<file path="src/rtl/calc_op_sequencer.sv">
// ---------------------------------------------------------------------------
// calc_op_sequencer
//   Key-entry controller for the calculator ALU. Builds two decimal operands
//   and an opcode from 4-bit key codes, launches the ALU with a start/done
//   handshake, then holds the result or the error for the output mux.
//
// Optional feature macro: CALC_SEQ_TIMEOUT_EN
//   When defined, WAIT gives up after TIMEOUT_CYC cycles without alu_done
//   and enters ERROR with err_code 3. When undefined, WAIT has no limit.
//
// Ports
//   i_clk          system clock, rising edge
//   i_rst          synchronous reset, active-high
//   i_key_valid    key code valid this cycle
//   i_key_code     0-9 digit, 10 '+', 11 '-', 12 '*', 13 '/', 14 '=', 15 clear
//   o_key_ready    key accepted when i_key_valid && o_key_ready
//   o_alu_start    one-cycle ALU launch pulse
//   o_alu_op       0 add, 1 sub, 2 mul, 3 div
//   o_alu_a/b      ALU operands
//   i_alu_done     ALU result valid pulse
//   i_alu_result   ALU result, sampled with i_alu_done
//   i_alu_err      ALU error, sampled with i_alu_done
//   o_result       displayed value
//   o_result_valid o_result holds a completed computation
//   o_err          sequencer is in ERROR
//   o_err_code     0 none, 1 entry overflow, 2 ALU error, 3 timeout
//   o_busy         high in LAUNCH and WAIT
//   o_state_dbg    current state encoding
//
// State    | meaning
// ENTER_A  | entering operand A (result mirrors A)
// ENTER_B  | operator latched, entering operand B (result mirrors B)
// LAUNCH   | one-cycle alu_start pulse
// WAIT     | waiting for alu_done
// SHOW     | completed result on display
// ERROR    | entry overflow / ALU error / timeout; only clear leaves
// ---------------------------------------------------------------------------
module calc_op_sequencer #(
    parameter int WIDTH       = 8,
    parameter int TIMEOUT_CYC = 15
) (
    input  logic             i_clk,
    input  logic             i_rst,
    input  logic             i_key_valid,
    input  logic [3:0]       i_key_code,
    output logic             o_key_ready,
    output logic             o_alu_start,
    output logic [1:0]       o_alu_op,
    output logic [WIDTH-1:0] o_alu_a,
    output logic [WIDTH-1:0] o_alu_b,
    input  logic             i_alu_done,
    input  logic [WIDTH-1:0] i_alu_result,
    input  logic             i_alu_err,
    output logic [WIDTH-1:0] o_result,
    output logic             o_result_valid,
    output logic             o_err,
    output logic [1:0]       o_err_code,
    output logic             o_busy,
    output logic [2:0]       o_state_dbg
);

    typedef enum logic [2:0] {
        ST_ENTER_A = 3'd0,
        ST_ENTER_B = 3'd1,
        ST_LAUNCH  = 3'd2,
        ST_WAIT    = 3'd3,
        ST_SHOW    = 3'd4,
        ST_ERROR   = 3'd5
    } state_t;

    // Accumulator math is done 4 bits wider so acc*10+9 never wraps.
    localparam int AW = WIDTH + 4;

    state_t           r_state, w_state_nxt;
    logic [WIDTH-1:0] r_a, w_a_nxt;
    logic [WIDTH-1:0] r_b, w_b_nxt;
    logic [1:0]       r_op, w_op_nxt;
    logic             r_b_seen, w_b_seen_nxt;
    logic [WIDTH-1:0] r_res, w_res_nxt;
    logic [1:0]       r_err_code, w_err_code_nxt;

    logic             w_accept;
    logic             w_is_digit;
    logic             w_is_op;
    logic             w_is_eq;
    logic             w_is_clr;
    logic [1:0]       w_op_code;
    logic [WIDTH-1:0] w_acc_src;
    logic [AW-1:0]    w_acc_ext;
    logic             w_acc_ovf;

`ifdef CALC_SEQ_TIMEOUT_EN
    localparam int TW = (TIMEOUT_CYC < 2) ? 1 : $clog2(TIMEOUT_CYC + 1);
    logic [TW-1:0] r_tmo_cnt, w_tmo_cnt_nxt;
`endif

    assign w_accept   = i_key_valid && o_key_ready;
    assign w_is_digit = (i_key_code <= 4'd9);
    assign w_is_op    = (i_key_code >= 4'd10) && (i_key_code <= 4'd13);
    assign w_is_eq    = (i_key_code == 4'd14);
    assign w_is_clr   = (i_key_code == 4'd15);
    assign w_op_code  = 2'(i_key_code - 4'd10);

    assign w_acc_src = (r_state == ST_ENTER_B) ? r_b : r_a;
    assign w_acc_ext = ({4'b0000, w_acc_src} * AW'(10)) + AW'(i_key_code);
    assign w_acc_ovf = |w_acc_ext[AW-1:WIDTH];

    always_ff @(posedge i_clk) begin
        if (i_rst) begin
            r_state    <= ST_ENTER_A;
            r_a        <= '0;
            r_b        <= '0;
            r_op       <= '0;
            r_b_seen   <= 1'b0;
            r_res      <= '0;
            r_err_code <= '0;
`ifdef CALC_SEQ_TIMEOUT_EN
            r_tmo_cnt  <= '0;
`endif
        end else begin
            r_state    <= w_state_nxt;
            r_a        <= w_a_nxt;
            r_b        <= w_b_nxt;
            r_op       <= w_op_nxt;
            r_b_seen   <= w_b_seen_nxt;
            r_res      <= w_res_nxt;
            r_err_code <= w_err_code_nxt;
`ifdef CALC_SEQ_TIMEOUT_EN
            r_tmo_cnt  <= w_tmo_cnt_nxt;
`endif
        end
    end

    always_comb begin
        w_state_nxt    = r_state;
        w_a_nxt        = r_a;
        w_b_nxt        = r_b;
        w_op_nxt       = r_op;
        w_b_seen_nxt   = r_b_seen;
        w_res_nxt      = r_res;
        w_err_code_nxt = r_err_code;
`ifdef CALC_SEQ_TIMEOUT_EN
        w_tmo_cnt_nxt  = r_tmo_cnt;
`endif
        unique case (r_state)
            ST_ENTER_A: begin
                if (w_accept) begin
                    if (w_is_digit) begin
                        if (w_acc_ovf) begin
                            w_state_nxt    = ST_ERROR;
                            w_err_code_nxt = 2'd1;
                        end else begin
                            w_a_nxt = w_acc_ext[WIDTH-1:0];
                        end
                    end else if (w_is_op) begin
                        w_op_nxt     = w_op_code;
                        w_b_nxt      = '0;
                        w_b_seen_nxt = 1'b0;
                        w_state_nxt  = ST_ENTER_B;
                    end else if (w_is_eq) begin
                        w_res_nxt   = r_a;
                        w_state_nxt = ST_SHOW;
                    end else begin
                        w_a_nxt = '0;
                    end
                end
            end
            ST_ENTER_B: begin
                if (w_accept) begin
                    if (w_is_digit) begin
                        if (w_acc_ovf) begin
                            w_state_nxt    = ST_ERROR;
                            w_err_code_nxt = 2'd1;
                        end else begin
                            w_b_nxt      = w_acc_ext[WIDTH-1:0];
                            w_b_seen_nxt = 1'b1;
                        end
                    end else if (w_is_op) begin
                        // Operator after B digits is dropped; before them it replaces.
                        if (!r_b_seen) begin
                            w_op_nxt = w_op_code;
                        end
                    end else if (w_is_eq) begin
                        w_state_nxt = ST_LAUNCH;
                    end else begin
                        w_a_nxt      = '0;
                        w_b_nxt      = '0;
                        w_op_nxt     = '0;
                        w_b_seen_nxt = 1'b0;
                        w_res_nxt    = '0;
                        w_state_nxt  = ST_ENTER_A;
                    end
                end
            end
            ST_LAUNCH: begin
                w_state_nxt = ST_WAIT;
`ifdef CALC_SEQ_TIMEOUT_EN
                w_tmo_cnt_nxt = TW'(TIMEOUT_CYC - 1);
`endif
            end
            ST_WAIT: begin
                if (i_alu_done) begin
                    if (i_alu_err) begin
                        w_state_nxt    = ST_ERROR;
                        w_err_code_nxt = 2'd2;
                    end else begin
                        w_res_nxt   = i_alu_result;
                        w_state_nxt = ST_SHOW;
                    end
                end
`ifdef CALC_SEQ_TIMEOUT_EN
                else if (r_tmo_cnt == '0) begin
                    w_state_nxt    = ST_ERROR;
                    w_err_code_nxt = 2'd3;
                end else begin
                    w_tmo_cnt_nxt = r_tmo_cnt - 1'b1;
                end
`endif
            end
            ST_SHOW: begin
                if (w_accept) begin
                    if (w_is_op) begin
                        w_a_nxt      = r_res;
                        w_op_nxt     = w_op_code;
                        w_b_nxt      = '0;
                        w_b_seen_nxt = 1'b0;
                        w_state_nxt  = ST_ENTER_B;
                    end else if (w_is_digit) begin
                        w_a_nxt      = WIDTH'(i_key_code);
                        w_b_nxt      = '0;
                        w_b_seen_nxt = 1'b0;
                        w_state_nxt  = ST_ENTER_A;
                    end else if (w_is_clr) begin
                        w_a_nxt      = '0;
                        w_b_nxt      = '0;
                        w_op_nxt     = '0;
                        w_b_seen_nxt = 1'b0;
                        w_res_nxt    = '0;
                        w_state_nxt  = ST_ENTER_A;
                    end
                end
            end
            ST_ERROR: begin
                if (w_accept && w_is_clr) begin
                    w_a_nxt        = '0;
                    w_b_nxt        = '0;
                    w_op_nxt       = '0;
                    w_b_seen_nxt   = 1'b0;
                    w_res_nxt      = '0;
                    w_err_code_nxt = 2'd0;
                    w_state_nxt    = ST_ENTER_A;
                end
            end
            default: begin
                w_state_nxt = ST_ENTER_A;
            end
        endcase
    end

    always_comb begin
        o_key_ready    = 1'b1;
        o_alu_start    = 1'b0;
        o_busy         = 1'b0;
        o_result_valid = 1'b0;
        o_err          = 1'b0;
        o_result       = r_res;
        unique case (r_state)
            ST_ENTER_A: o_result = r_a;
            ST_ENTER_B: o_result = r_b;
            ST_LAUNCH: begin
                o_key_ready = 1'b0;
                o_alu_start = 1'b1;
                o_busy      = 1'b1;
                o_result    = r_b;
            end
            ST_WAIT: begin
                o_key_ready = 1'b0;
                o_busy      = 1'b1;
                o_result    = r_b;
            end
            ST_SHOW: o_result_valid = 1'b1;
            ST_ERROR: begin
                o_err    = 1'b1;
                o_result = '0;
            end
            default: o_result = '0;
        endcase
    end

    // Operands only change on accepted keys, which are blocked in LAUNCH/WAIT.
    assign o_alu_a     = r_a;
    assign o_alu_b     = r_b;
    assign o_alu_op    = r_op;
    assign o_err_code  = r_err_code;
    assign o_state_dbg = r_state;

endmodule

</file>
<file path="config.mk">
export PLATFORM = sky130hd
export DESIGN_NAME = calc_op_sequencer
export DESIGN_NICKNAME = d
export VERILOG_FILES = /design/src/rtl/calc_op_sequencer.sv
export SDC_FILE = /design/constraint.sdc
export NUM_CORES = 1
export LEC_CHECK = 0
export ABC_CLOCK_PERIOD_IN_PS = 4170
export BUFFER_PORTS_ARGS = -buffer_cell sky130_fd_sc_hd__buf_2
export CAP_MARGIN = 10
export CELL_PAD_IN_SITES_DETAIL_PLACEMENT = 1
export CELL_PAD_IN_SITES_GLOBAL_PLACEMENT = 2
export CORE_MARGIN = 2
export CORE_UTILIZATION = 32
export DETAILED_ROUTE_END_ITERATION = 10
export PLACE_DENSITY = 0.86
export SKIP_CTS_REPAIR_TIMING = 1
export SLEW_MARGIN = 20
export SYNTH_ARGS = -nofsm -noshare
export SYNTH_HDL_FRONTEND = slang
export SYNTH_SLANG_ARGS = --single-unit
</file>
<file path="constraint.sdc">
create_clock -name i_clk -period 4.17 [get_ports i_clk]
set_input_delay 0 -clock i_clk [delete_from_list [all_inputs] [get_ports i_clk]]
set_output_delay 0 -clock i_clk [all_outputs]
set_load 0.02 [all_outputs]
</file>
======== Word-level counts from Yosys, hierarchy flattened ========
Cells that the tools add are included.
storage, ports and cells
  register bits after elaboration ......... 32
  latch bits .............................. 0
  RAM bits ................................ 0
  bits in read-only memories .............. 0
  bits of input ports ..................... 17
  output and inout port bits .............. 36
  logic and storage cells ................. 161
  memories kept ........................... 0
cells by class
  add/subtract/negate cells ............... 2
  multipliers ............................. 1
  divide/modulo/power cells ............... 0
  order comparisons ....................... 3
  eq/ne operators ......................... 37
  shift-type cells ........................ 0
  muxes and demuxes ....................... 94
  bitwise logic cells ..................... 0
  reductions and logical operators ........ 17
operator list
  cell                    count
  $mux W8                 34
  $pmux W8 S4             2
  $mux W3                 14
  $pmux W8 S5             1
  $mux W2                 19
  $ne A2 B2 Y1 const B    17
  $ne A3 B3 Y1 const B    8
  $pmux W8 S3             1
  $mux W1                 19
  $pmux W3 S6             1
  $reduce_and A16 Y1      1
  $reduce_and A8 Y1       2
  $add A12 B4 Y12         1
  $reduce_and A12 Y1      1
  $mul A8 B3 Y11 const B  1
  $reduce_and A11 Y1      1
  $eq A4 B4 Y1 const B    2
  $le A4 B4 Y1 const B    2
  $ne A4 B4 Y1 const B    2
  $pmux W2 S4             1
  $reduce_and A7 Y1       1
  $eq A3 B2 Y1 const B    2
  $eq A3 B3 Y1 const B    2
  $ne A2 B1 Y1 const B    3
  13 further kinds        16

======== Depth between registers and ports, before layout ========
Gate-level depths: netlist of the first run.
  depth after elaboration ................. 9
  depth in mapped cells ................... 16
  gate-level depth less buffers ........... 14

======== Worst setup path after synthesis of the first run ========
No wires, ideal clock.
  path type ............................... register to register
  start ................................... register r_state[0] (netlist: o_state_dbg[0])
  end ..................................... register r_err_code[1] (netlist: o_err_code[1])
  library setup time ...................... 0.116 ns
  data arrival time ....................... 3.892 ns
  data required time ...................... 4.054 ns
  slack ................................... 0.162 ns
  stages on the path, launching flop included .. 15
  buffers on the path ..................... 1
  period minus slack after synthesis ...... 4.008 ns
  path through ............................ dfxtp_1 -> nor3b_2 -> clkbuf_1 -> mux2i_1 -> xor2_1 -> ha_1 -> inv_1 -> fa_1 -> nand2b_1 -> a21oi_1 -> xor2_1 -> mux2i_4 -> nor2_2 -> a2111o_1 -> a41o_1
on the way
  cells in the longest elaborated chain, start to end .. 7
  elaborated cells on any way between the ends .. 23
  those cells by class .................... 1 x add/sub; 1 x mul; 10 x eq/ne; 3 x mux; 8 x reduce/logical
ends and longest elaborated chain
  what                                                            line      RTL
  start, declared                                                 74        state_t r_state, w_state_nxt;
  start signal, assigned                                          121       r_state <= w_state_nxt;
  $eq A3 B1 Y1, or another cell as far along                      104, 145
  $mux W8 / $reduce_or A2 Y1 (equally long branches)              --
  $mul A8 B3 Y11 / $mux W1 (equally long branches)                105, 267
  $add A12 B4 Y12 / $logic_and A1 B1 Y1 (equally long branches)   105, 97
  $reduce_or A4 Y1 / $logic_and A1 B1 Y1 (equally long branches)  106, 244
  $ne A2 B1 Y1 (no line) / $ne A2 B2 Y1 (equally long branches)   --
  $reduce_and A7 Y1 (no line)                                     --
  end signal, assigned                                            127       r_err_code <= w_err_code_nxt;
  end, declared                                                   80        logic [1:0] r_err_code, w_err_code_nxt;
Parallel ways exist; a longest one is shown, timed or not.
A chain may end at the register's enable or synchronous reset.

======== Worst setup path in the final report of the first run ========
  start ................................... register r_state[1] (netlist: o_state_dbg[1])
  end ..................................... register r_b[5] (netlist: o_alu_b[5])
on the way
  cells in the longest elaborated chain, start to end .. 8
  elaborated cells on any way between the ends .. 30
  those cells by class .................... 1 x add/sub; 1 x mul; 15 x eq/ne; 6 x mux; 7 x reduce/logical
ends and longest elaborated chain
  what                  line      RTL
  $eq A3 B1 Y1          104, 145
  $mux W8               104       assign w_acc_src = (r_state == ST_ENTER_B) ? r_b : r_a;
  $mul A8 B3 Y11        105       assign w_acc_ext = ({4'b0000, w_acc_src} * AW'(10)) + AW'(i_key_code);
  $add A12 B4 Y12       105
  $mux W8               171       if (w_acc_ovf) begin
  $mux W8               170       if (w_is_digit) begin
  $mux W8               169       if (w_accept) begin
  $pmux W8 S4           145       unique case (r_state)
  end signal, assigned  123       r_b <= w_b_nxt;
  end, declared         76        logic [WIDTH-1:0] r_b, w_b_nxt;
Parallel ways exist; a longest one is shown, timed or not. The select of a mux whose other input is x is not followed.

==> flow_summary_export.csv, run 1 <==
group,metric,value,unit
status,status,"finished, final reports clean",
yosys,syn_avg_cell_area,7.72,um2
timing,relSlewSlack,26.7,%
timing,slew_viol_final,0,
grt,grt-ovfl-total,0,
pwr,leakage,0.00144,uW
yosys,synth.distinct_cells,65,
critical_path,crit_buf_inv,3,
routing,first_iter_violations,261,
cells_and_area,seq_area,641,um2
worst_hold_path,min_path_type,"in2reg",
yosys,synth_top_area_share,23.1,%
yosys,synth-edff-count,0,
die,start_util,33.4,%
clock_network,path_clk_slew,0.07,ns
die,core.rowCount,33,
timing,fin_skew,0.00802,ns
yosys,synthCells,359,
grt,grt_pass1_vias,2917,
cells_and_area,fin_cells,508,
timing,worst_pin_slew,1.09,ns
critical_path,path_delay_family,"compound AO/OA/AOI/OAI gates",
yosys,synth-seq-cells,32,
timing,setup_violations,0,
yosys,syn-num-nets,391,
critical_path,cp_slowest_stage_delay,0.44,ns
grt,antenna_found_initial,0,
yosys,yosysMostFrequentCell,"nor2_1",
yosys,syn-cell-area,0.00277,mm2
routing,dr.pass1.iters,4,
routing,post_drt_via_cell_ratio,5.87,
routing,wire_per_inst,19.9,um
cells_and_area,utilization,39.2,%
clock_network,cts_tree,"done",
yosys,synthTopCellsByCount,"nor2_1, dfxtp_1, a21oi_1",
cells_and_area,drive_above_1_share,22.6,%
clock_network,htreeDepth,2,
critical_path,cp.arrival,4.06,ns
timing,hold_violations,0,
pwr,ir_drop,0.0938,mV
clock_network,cts_sinks,32,
timing,max_freq,261,MHz
timing,rsz0062_at_grt,"no",
critical_path,critPathLaunchType,"register",
yosys,synth-async-reset-ratio,0,%
placement,place_congestion,0.893,
cells_and_area,areaGrowthSynthToFinish,17.5,%
yosys,yosysWarnings,0,
grt,track_usage,20.9,%
die,dieArea,0.00942,mm2
placement,post-place-ws,0.0588,ns
cells_and_area,multi_input_area,0.00196,mm2
placement,placed_cells,499,
critical_path,crit_chain,"nor3b_4 > buf_12 > mux2_2 > ha_1 > inv_1 > fa_1 > nand2b_1 > a21oi_1 > xor2_1 > mux2i_4 > nor2_2 > buf_4 > o21bai_2 > a22o_1",
cells_and_area,n_antenna_cell,0,
cells_and_area,fillCellCount,1038,
clock_network,cts_made_buffers,5,
routing,vias,2982,
timing,setup_tns,0,ns
job,maxCapViolCount,0,
critical_path,reg2reg_slack,0.34,ns
placement,portBuffers,52,
die,die_w,97.1,um
die,core,0.00830,mm2
cells_and_area,fin_nets,434,
pwr,power_density,295,mW/mm2
clock_network,clockBufferDepth,2,
routing,drtAntennaViolNets,0,
timing,post-route-period-util,91.8,%
yosys,ys_seq_area_share,23.1,%
die,ioPinCount,53,
clock_network,clock_latency,0.29,ns
clock_network,cts-root-buf,"clkbuf_8",
critical_path,crit_path_top_delay_cell,"fa_1",
timing,fin_crit,3.83,ns
critical_path,critPathMaxFanout,9,
routing,routed_wl,10100,um
placement,hpwl,7610,um
yosys,yosysTopAreaCell,"dfxtp_1",
yosys,synth_ff_type,"dfxtp_1",
pwr,p_total,960,uW
critical_path,cp.required,4.41,ns
grt,grt_pass1_wl,16100,um
die,die_h,97.1,um
routing,drt_drc_violations_left,0,
critical_path,critPathKind,"reg2reg",
yosys,yosys-top-cells-area,"dfxtp_1, ha_1, nor2_1",
timing,setup_slack,0.342,ns
grt,grt_max_degree,51,
critical_path,worstSetupEndpointType,"register",
[layout by cell type, fill, tap and decap left out, types with 2 or more instances in the layout]
cell        n
a211oi_1    9
a21boi_0    2
a21o_1      6
a21oi_1    24
a22o_1      5
a22oi_1    12
a2bb2oi_1   7
a311oi_1    2
a31oi_1     6
a32oi_1     2
and2_1      3
and3_1      3
buf_2      52
buf_4       9
clkbuf_8    5
dfxtp_1    32
fa_1        2
ha_1       13
inv_1      18
mux2_2      3
mux2i_1    10
nand2_1    23
nand2b_1    8
nand3_1    18
nor2_1     38
nor2b_1     4
nor4_1      4
o21a_1      2
o21ai_0    21
o221a_2     2
o22ai_1     3
o2bb2ai_1   4
o32ai_1     7
or2_2       2
xnor2_1     3
xor2_1      7
[per-stage QoR]
step                cell area [um2]  hold WS, ns
global placement               3120        0.318
finish                         3260       0.0323
CTS                            3230       0.0242
global route                   3260       0.0362
detailed placement             3120        0.326
floorplan                      2770        0.189
[sequential cells by signal, indices dropped and copies added, names as in the netlist]
register	flops
o_state_dbg	3
o_err_code	2
r_res	8
o_alu_b	8
o_alu_op	2
o_alu_a	8
r_b_seen	1
[power breakdown]
| group | leakage, uW | switching, uW | internal [uW] | total [uW] |
|---|---|---|---|---|
| Sequential | 0.000259 | 21.0 | 319 | 340 |
| Clock | 0.0000552 | 123 | 177 | 300 |
| Combinational | 0.00113 | 199 | 121 | 320 |
[tightest hold or removal path, cell delays in order]
cell and delay [ns]:
buf_2 0.10, nand3_1 0.07, a311oi_1 0.10
[cells by family (layout without fill, tap and decap cells)]
kind of cell / count (synthesis) / count (layout) / share of synthesized area [%]
AOI/OAI and AO/OA: 128 / 128 / 33.2
and+or+nand+nor: 114 / 114 / 20.4
buffers and inverters: 44 / 88 / 6.32
DFF: 32 / 32 / 23.1
adders and majority gates: 16 / 16 / 7.68
muxes: 15 / 15 / 6.18
xor gates and xnor gates: 10 / 10 / 3.16
[per-layer routing]
layer | global-route usage (%) | vias to the layer above | share of wire (%)
met5 | 0 | - | 0
met4 | 5.31 | 0 | 1.2
met3 | 2.23 | 9 | 3.9
met2 | 34.7 | 87 | 47
met1 | 29.0 | 1467 | 48
li1 | - | 1419 | -
[layout make-up]
cell class | instances | share of cell area, %
tap | 105 | 4.03
clock buffer | 6 | 2.23
clock inverter | 2 | 1.08
timing repair buffer | 62 | 10.7
multi-input combinational | 283 | 60.2
inverter | 18 | 2.07
sequential | 32 | 19.7
[worst paths after layout]
path / start / to / cells past startpoint
max reg2reg: o_state_dbg[1] / o_alu_b[5] / 14
min: i_alu_result[7] / r_res[7] / 3
max: o_state_dbg[1] / o_alu_b[5] / 14
min reg2reg: o_err_code[0] / o_err_code[0] / 2
(Power assumes the default switching activity.)
==> run 2, diff against run 1 <==
Settings changed: ABC_AREA from default to 1, ABC_CLOCK_PERIOD_IN_PS 4170 to 4070, CORE_UTILIZATION 32 to 29, PLACE_DENSITY 0.86 to 0.85.
Clock period 4.17 ns to 4.07 ns, I/O delays scaled along.
==> flow_summary_export.csv, run 2 <==
group,metric,value,unit
status,status,"finished, final reports clean",
worst_hold_path,min_path_type,"in2reg",
timing,post-route-period-util,91.1,%
die,die_h,102,um
placement,portBuffers,52,
job,maxCapViolCount,0,
yosys,yosysWarnings,0,
timing,fin_crit,3.71,ns
yosys,synth_top_area_share,22.9,%
cells_and_area,final_common_cell,"nand2_1",
critical_path,cp.required,4.30,ns
yosys,synth_ff_type,"dfxtp_1",
critical_path,critPathKind,"reg2reg",
die,start_util,30.1,%
clock_network,clock_latency,0.30,ns
routing,post_drt_via_cell_ratio,5.13,
critical_path,crit_path_top_delay_cell,"dfxtp_1",
timing,rsz0062_at_grt,"no",
routing,drt_drc_violations_left,0,
routing,dr_wl_met3,444,um
placement,hpwl,8370,um
die,ioPinCount,53,
clock_network,path_clk_slew,0.08,ns
routing,vias,3237,
clock_network,htreeDepth,2,
yosys,ys_seq_area_share,22.9,%
timing,hold_ws,0.0405,ns
timing,setup_tns,0,ns
clock_network,cts-root-buf,"clkbuf_8",
pwr,ir_drop,0.287,mV
yosys,yosysMostFrequentCell,"nand2_1",
yosys,synth-seq-cells,32,
cells_and_area,final_cell_mix,"nand2_1, inv_1, buf_2, nor2_1, a21oi_1",
critical_path,cp_common_cell,"nand2_1",
yosys,synthTopCellsByCount,"nand2_1, inv_1, nor2_1",
routing,wl_met2,4960,um
grt,antenna_found_initial,0,
routing,first_iter_violations,150,
cells_and_area,fin_nets,533,
critical_path,crit_chain,"inv_2 > nor2_2 > nand2_1 > buf_4 > o21ai_1 > ha_1 > ha_1 > inv_1 > fa_1 > xnor2_1 > inv_1 > nor2_1 > nand2_1 > nand2_1 > nand2_1 > nor2_2 > buf_4 > nand2_1 > nand2_1 > nand2_1 > a21oi_1",
worst_hold_path,holdPathStages,4,
die,dieArea,0.0104,mm2
timing,worst_pin_slew,0.778,ns
timing,fin_skew,0.00672,ns
pwr,power_density,761,mW/mm2
critical_path,rr_worst_depth,21,
grt,grt_pass1_vias,3232,
pwr,leakage,0.00157,uW
timing,relSlewSlack,47.7,%
timing,setup_violations,0,
grt,grt_max_degree,19,
yosys,synth.distinct_cells,41,
grt,grt-ovfl-total,0,
timing,max_freq,270,MHz
timing,hold_violations,0,
routing,wire_per_inst,16.6,um
die,core,0.00928,mm2
clock_network,clockBufferDepth,2,
die,die_w,102,um
routing,dr.pass1.iters,4,
yosys,syn_avg_cell_area,6.21,um2
yosys,syn-num-nets,482,
critical_path,worstSetupEndpointType,"register",
yosys,yosysTopAreaCell,"dfxtp_1",
clock_network,cts_sinks,32,
critical_path,cp_slowest_stage_delay,0.45,ns
grt,grt_pass1_wl,16800,um
yosys,syn-cell-area,0.00279,mm2
routing,wl_met1,4950,um
critical_path,critPathMaxFanout,16,
yosys,synthCells,450,
yosys,synth-edff-count,0,
grt,track_usage,20.8,%
cells_and_area,n_antenna_cell,0,
cells_and_area,areaGrowthSynthToFinish,19.0,%
timing,slew_viol_final,0,
routing,drtAntennaViolNets,0,
cells_and_area,drive_above_1_share,19.1,%
placement,place_congestion,0.883,
yosys,synth-async-reset-ratio,0,%
critical_path,cp.arrival,3.94,ns
routing,top_layer,"met4",
critical_path,critPathLaunchType,"register",
routing,routed_wl,10500,um
cells_and_area,utilization,35.8,%
yosys,yosys-top-cells-area,"dfxtp_1, nand2_1, inv_1",
die,core.rowCount,35,
clock_network,cts_tree,"done",
clock_network,cts_made_buffers,5,
-- run 2: where the power goes --
part | internal (uW) | switching, uW
combinational | 530 | 1180
sequential | 389 | 77.0
clock | 216 | 140
-- run 2: layout make-up --
type | instances | area, um2
Fill cell | 1277 | 5960
Multi-Input combinational cell | 333 | 1830
Sequential cell | 32 | 641
Timing Repair Buffer | 56 | 290
Inverter | 73 | 274
Tap cell | 129 | 161
Clock buffer | 7 | 96.3
Clock inverter | 1 | 30.0
-- run 2: layer usage --
metal,GRT usage [%],vias to the layer above
met5,0,-
met4,4.72,0
met3,2.60,11
met2,35.7,78
met1,27.9,1568
li1,-,1580
-- run 2: stage by stage --
step,total power [uW],area (um2),instances,worst slack (ns)
final,2530,3320,631,0.361
after global routing,2760,3320,631,0.0106
after CTS,2510,3300,631,0.152
after detailed placement,2140,3180,623,0.165
after global placement,2110,3180,623,0.418
after floorplan,1660,2790,450,0.633
-- run 2: final timing paths --
kind | startpoint | endpoint | slack (ns)
max | o_state_dbg[0] | o_err_code[0] | 0.36
min | i_alu_done | o_state_dbg[1] | 0.04
max reg2reg | o_state_dbg[0] | o_err_code[0] | 0.36
min reg2reg | o_err_code[1] | o_err_code[1] | 0.47
-- run 2: cell families after synthesis --
logic type / after synthesis / share of synthesized area, %
buffers and inverters: 85 / 12.2
AO/OA/AOI/OAI: 101 / 21.5
AND/OR/NAND/NOR: 212 / 34.5
XOR/XNOR: 5 / 1.57
adder cells (fa/ha/maj): 15 / 7.26
flip-flops: 32 / 22.9
-- run 2: critical path, delay by kind of cell, from the launching register on --
family	cells	cell delay [ns]
and+or+nand+nor	10	1.14
buffers and inverters	5	0.74
adders and majority gates	3	0.74
DFF	1	0.45
AOI/OAI and AO/OA	2	0.31
xor gates and xnor gates	1	0.26
==> run 3, diff against run 2 <==
Settings changed: ABC_CLOCK_PERIOD_IN_PS 4070 to 3800.
Clock period 4.07 ns to 3.8 ns, I/O delays scaled along.
==> flow_summary_export.csv, run 3 (synthesized netlist as in run 2, its figures left out) <==
group,metric,value,unit
placement,place_congestion,0.912,
cells_and_area,final_common_cell,"nand2_1",
pwr,internal_power,1260,uW
clock_network,cts_sinks,32,
die,die_w,102,um
clock_network,htreeDepth,2,
die,dieArea,0.0104,mm2
timing,post-route-period-util,91.4,%
pwr,p_clk_share,13.8,%
routing,drt_drc_violations_left,0,
cells_and_area,final_cell_mix,"nand2_1, inv_1, buf_2, nor2_1",
critical_path,r2r_start,"o_state_dbg[2]",
grt,track_usage,20.5,%
timing,fin_crit,3.47,ns
placement,post-place-ws,-0.110,ns
pwr,power_density,812,mW/mm2
timing,rsz0062_at_grt,"no",
placement,placed_cells,629,
critical_path,cp.arrival,3.70,ns
die,die_h,102,um
pwr,ir_drop,0.302,mV
pwr,power_frac_comb,68.5,%
timing,slew_viol_final,0,
cells_and_area,n_antenna_cell,0,
routing,wire_per_inst,16.1,um
clock_network,cts_tree,"done",
clock_network,clock_latency,0.30,ns
clock_network,path_clk_slew,0.08,ns
pwr,netSwitchingFraction,54.1,%
cells_and_area,fin_cells,637,
timing,hold_violations,0,
critical_path,crit_chain,"buf_4 > inv_2 > nand2_1 > nor2_4 > o21ai_0 > ha_1 > inv_1 > fa_1 > inv_1 > nand2_1 > nand2_1 > nand3_1 > and2_1 > nand2_1 > nand2_1 > nor2_4 > buf_4 > nand2_1 > nand2_1 > nand2_1 > a21oi_1",
routing,dr.pass1.iters,4,
pwr,power_switching,1490,uW
timing,max_freq,288,MHz
placement,portBuffers,52,
clock_network,cts-root-buf,"clkbuf_8",
timing,setup_slack,0.328,ns
worst_hold_path,worstHoldStart,"i_alu_done",
cells_and_area,fin_nets,539,
die,ioPinCount,53,
routing,vias,3235,
clock_network,clockBufferDepth,2,
routing,routed_wl,10200,um
pwr,leakage,0.00160,uW
die,core.rowCount,35,
cells_and_area,seq_area,641,um2
status,status,"finished, final reports clean",
routing,drtAntennaViolNets,0,
critical_path,critPathLaunchType,"register",
pwr,pwr-share-seq,17.7,%
timing,worst_pin_slew,0.764,ns
timing,fin_skew,0.00854,ns
grt,grt-ovfl-total,0,
die,core,0.00928,mm2
worst_hold_path,holdPathStages,4,
critical_path,worstSetupEndpointType,"register",
cells_and_area,areaGrowthSynthToFinish,21.2,%
critical_path,cp_common_cell,"nand2_1",
timing,setup_tns,0,ns
critical_path,cp.required,4.03,ns
clock_network,cts_made_buffers,5,
timing,setup_violations,0,
cells_and_area,multi_input_area,0.00185,mm2
worst_hold_path,min_path_type,"in2reg",
timing,relSlewSlack,48.7,%
die,start_util,30.1,%
placement,hpwl,8320,um
routing,first_iter_violations,162,
critical_path,critPathMaxFanout,7,
critical_path,critPathLaunch,"o_state_dbg[2]",
critical_path,critPathKind,"reg2reg",
critical_path,crit_path_top_delay_cell,"fa_1",
critical_path,cp_slowest_stage_delay,0.48,ns
grt,grt_pass1_wl,16500,um
critical_path,rr_worst_depth,21,
cells_and_area,fillCellCount,1271,
grt,grt_pass1_vias,3289,
routing,post_drt_via_cell_ratio,5.08,
grt,grt_max_degree,19,
cells_and_area,drive_above_1_share,20.3,%
job,maxCapViolCount,0,
grt,antenna_found_initial,0,
-- run 3: cell count changes in the layout (fill, tap and decap cells not counted), sizes merged --
cell	delta
buf	+6
-- run 3: cell type report --
type                            count  share of cell area, %
Sequential cell                    32                   18.9
Clock buffer                        7                   2.85
Inverter                           73                   8.10
Timing Repair Buffer               62                   9.91
Tap cell                          129                   4.77
Multi-Input combinational cell    333                   54.6
Clock inverter                      1                  0.887
-- run 3: metrics by stage --
stage / total power, uW / hold slack (ns) / cell area (um2) / util, %
final: 2750 / 0.0273 / 3380 / 36.5
after CTS: 2710 / 0.0333 / 3350 / 36.1
after global routing: 3010 / 0.0414 / 3380 / 36.5
after floorplan: 1780 / 0.175 / 2790 / -
after global placement: 2290 / 0.345 / 3220 / 34.7
after detailed placement: 2330 / 0.347 / 3220 / 34.7
-- run 3: routing by layer --
| layer | GRT usage (%) | up-vias | wire, um |
|---|---|---|---|
| met1 | 27.2 | 1532 | 4660 |
| li1 | - | 1603 | - |
| met4 | 5.23 | 0 | 91 |
| met2 | 35.2 | 92 | 4910 |
| met3 | 2.94 | 8 | 585 |
| met5 | 0 | - | 0 |
-- run 3: critical path: cells and delay by family (launching register included) --
family          cells  cell delay, ns
simple gates       12            1.32
fa+ha+maj           2            0.84
buf+inv             5            0.59
flops               1            0.33
compound gates      2            0.33
-- run 3: final timing paths --
| check | to | slack (ns) |
|---|---|---|
| worst max-delay path | o_err_code[0] | 0.33 |
| worst min register to register | o_err_code[1] | 0.47 |
| worst max register to register | o_err_code[0] | 0.33 |
| worst min-delay path | o_state_dbg[1] | 0.03 |
-- run 3: power groups by stage --
stage,Clock (uW),Combinational [uW],Sequential (uW)
2_1_floorplan,0,1240,545
3_3_place_gp,0,1800,493
3_5_place_dp,0,1840,494
4_1_cts,382,1840,487
5_1_grt,397,2110,501
6_report,379,1880,487
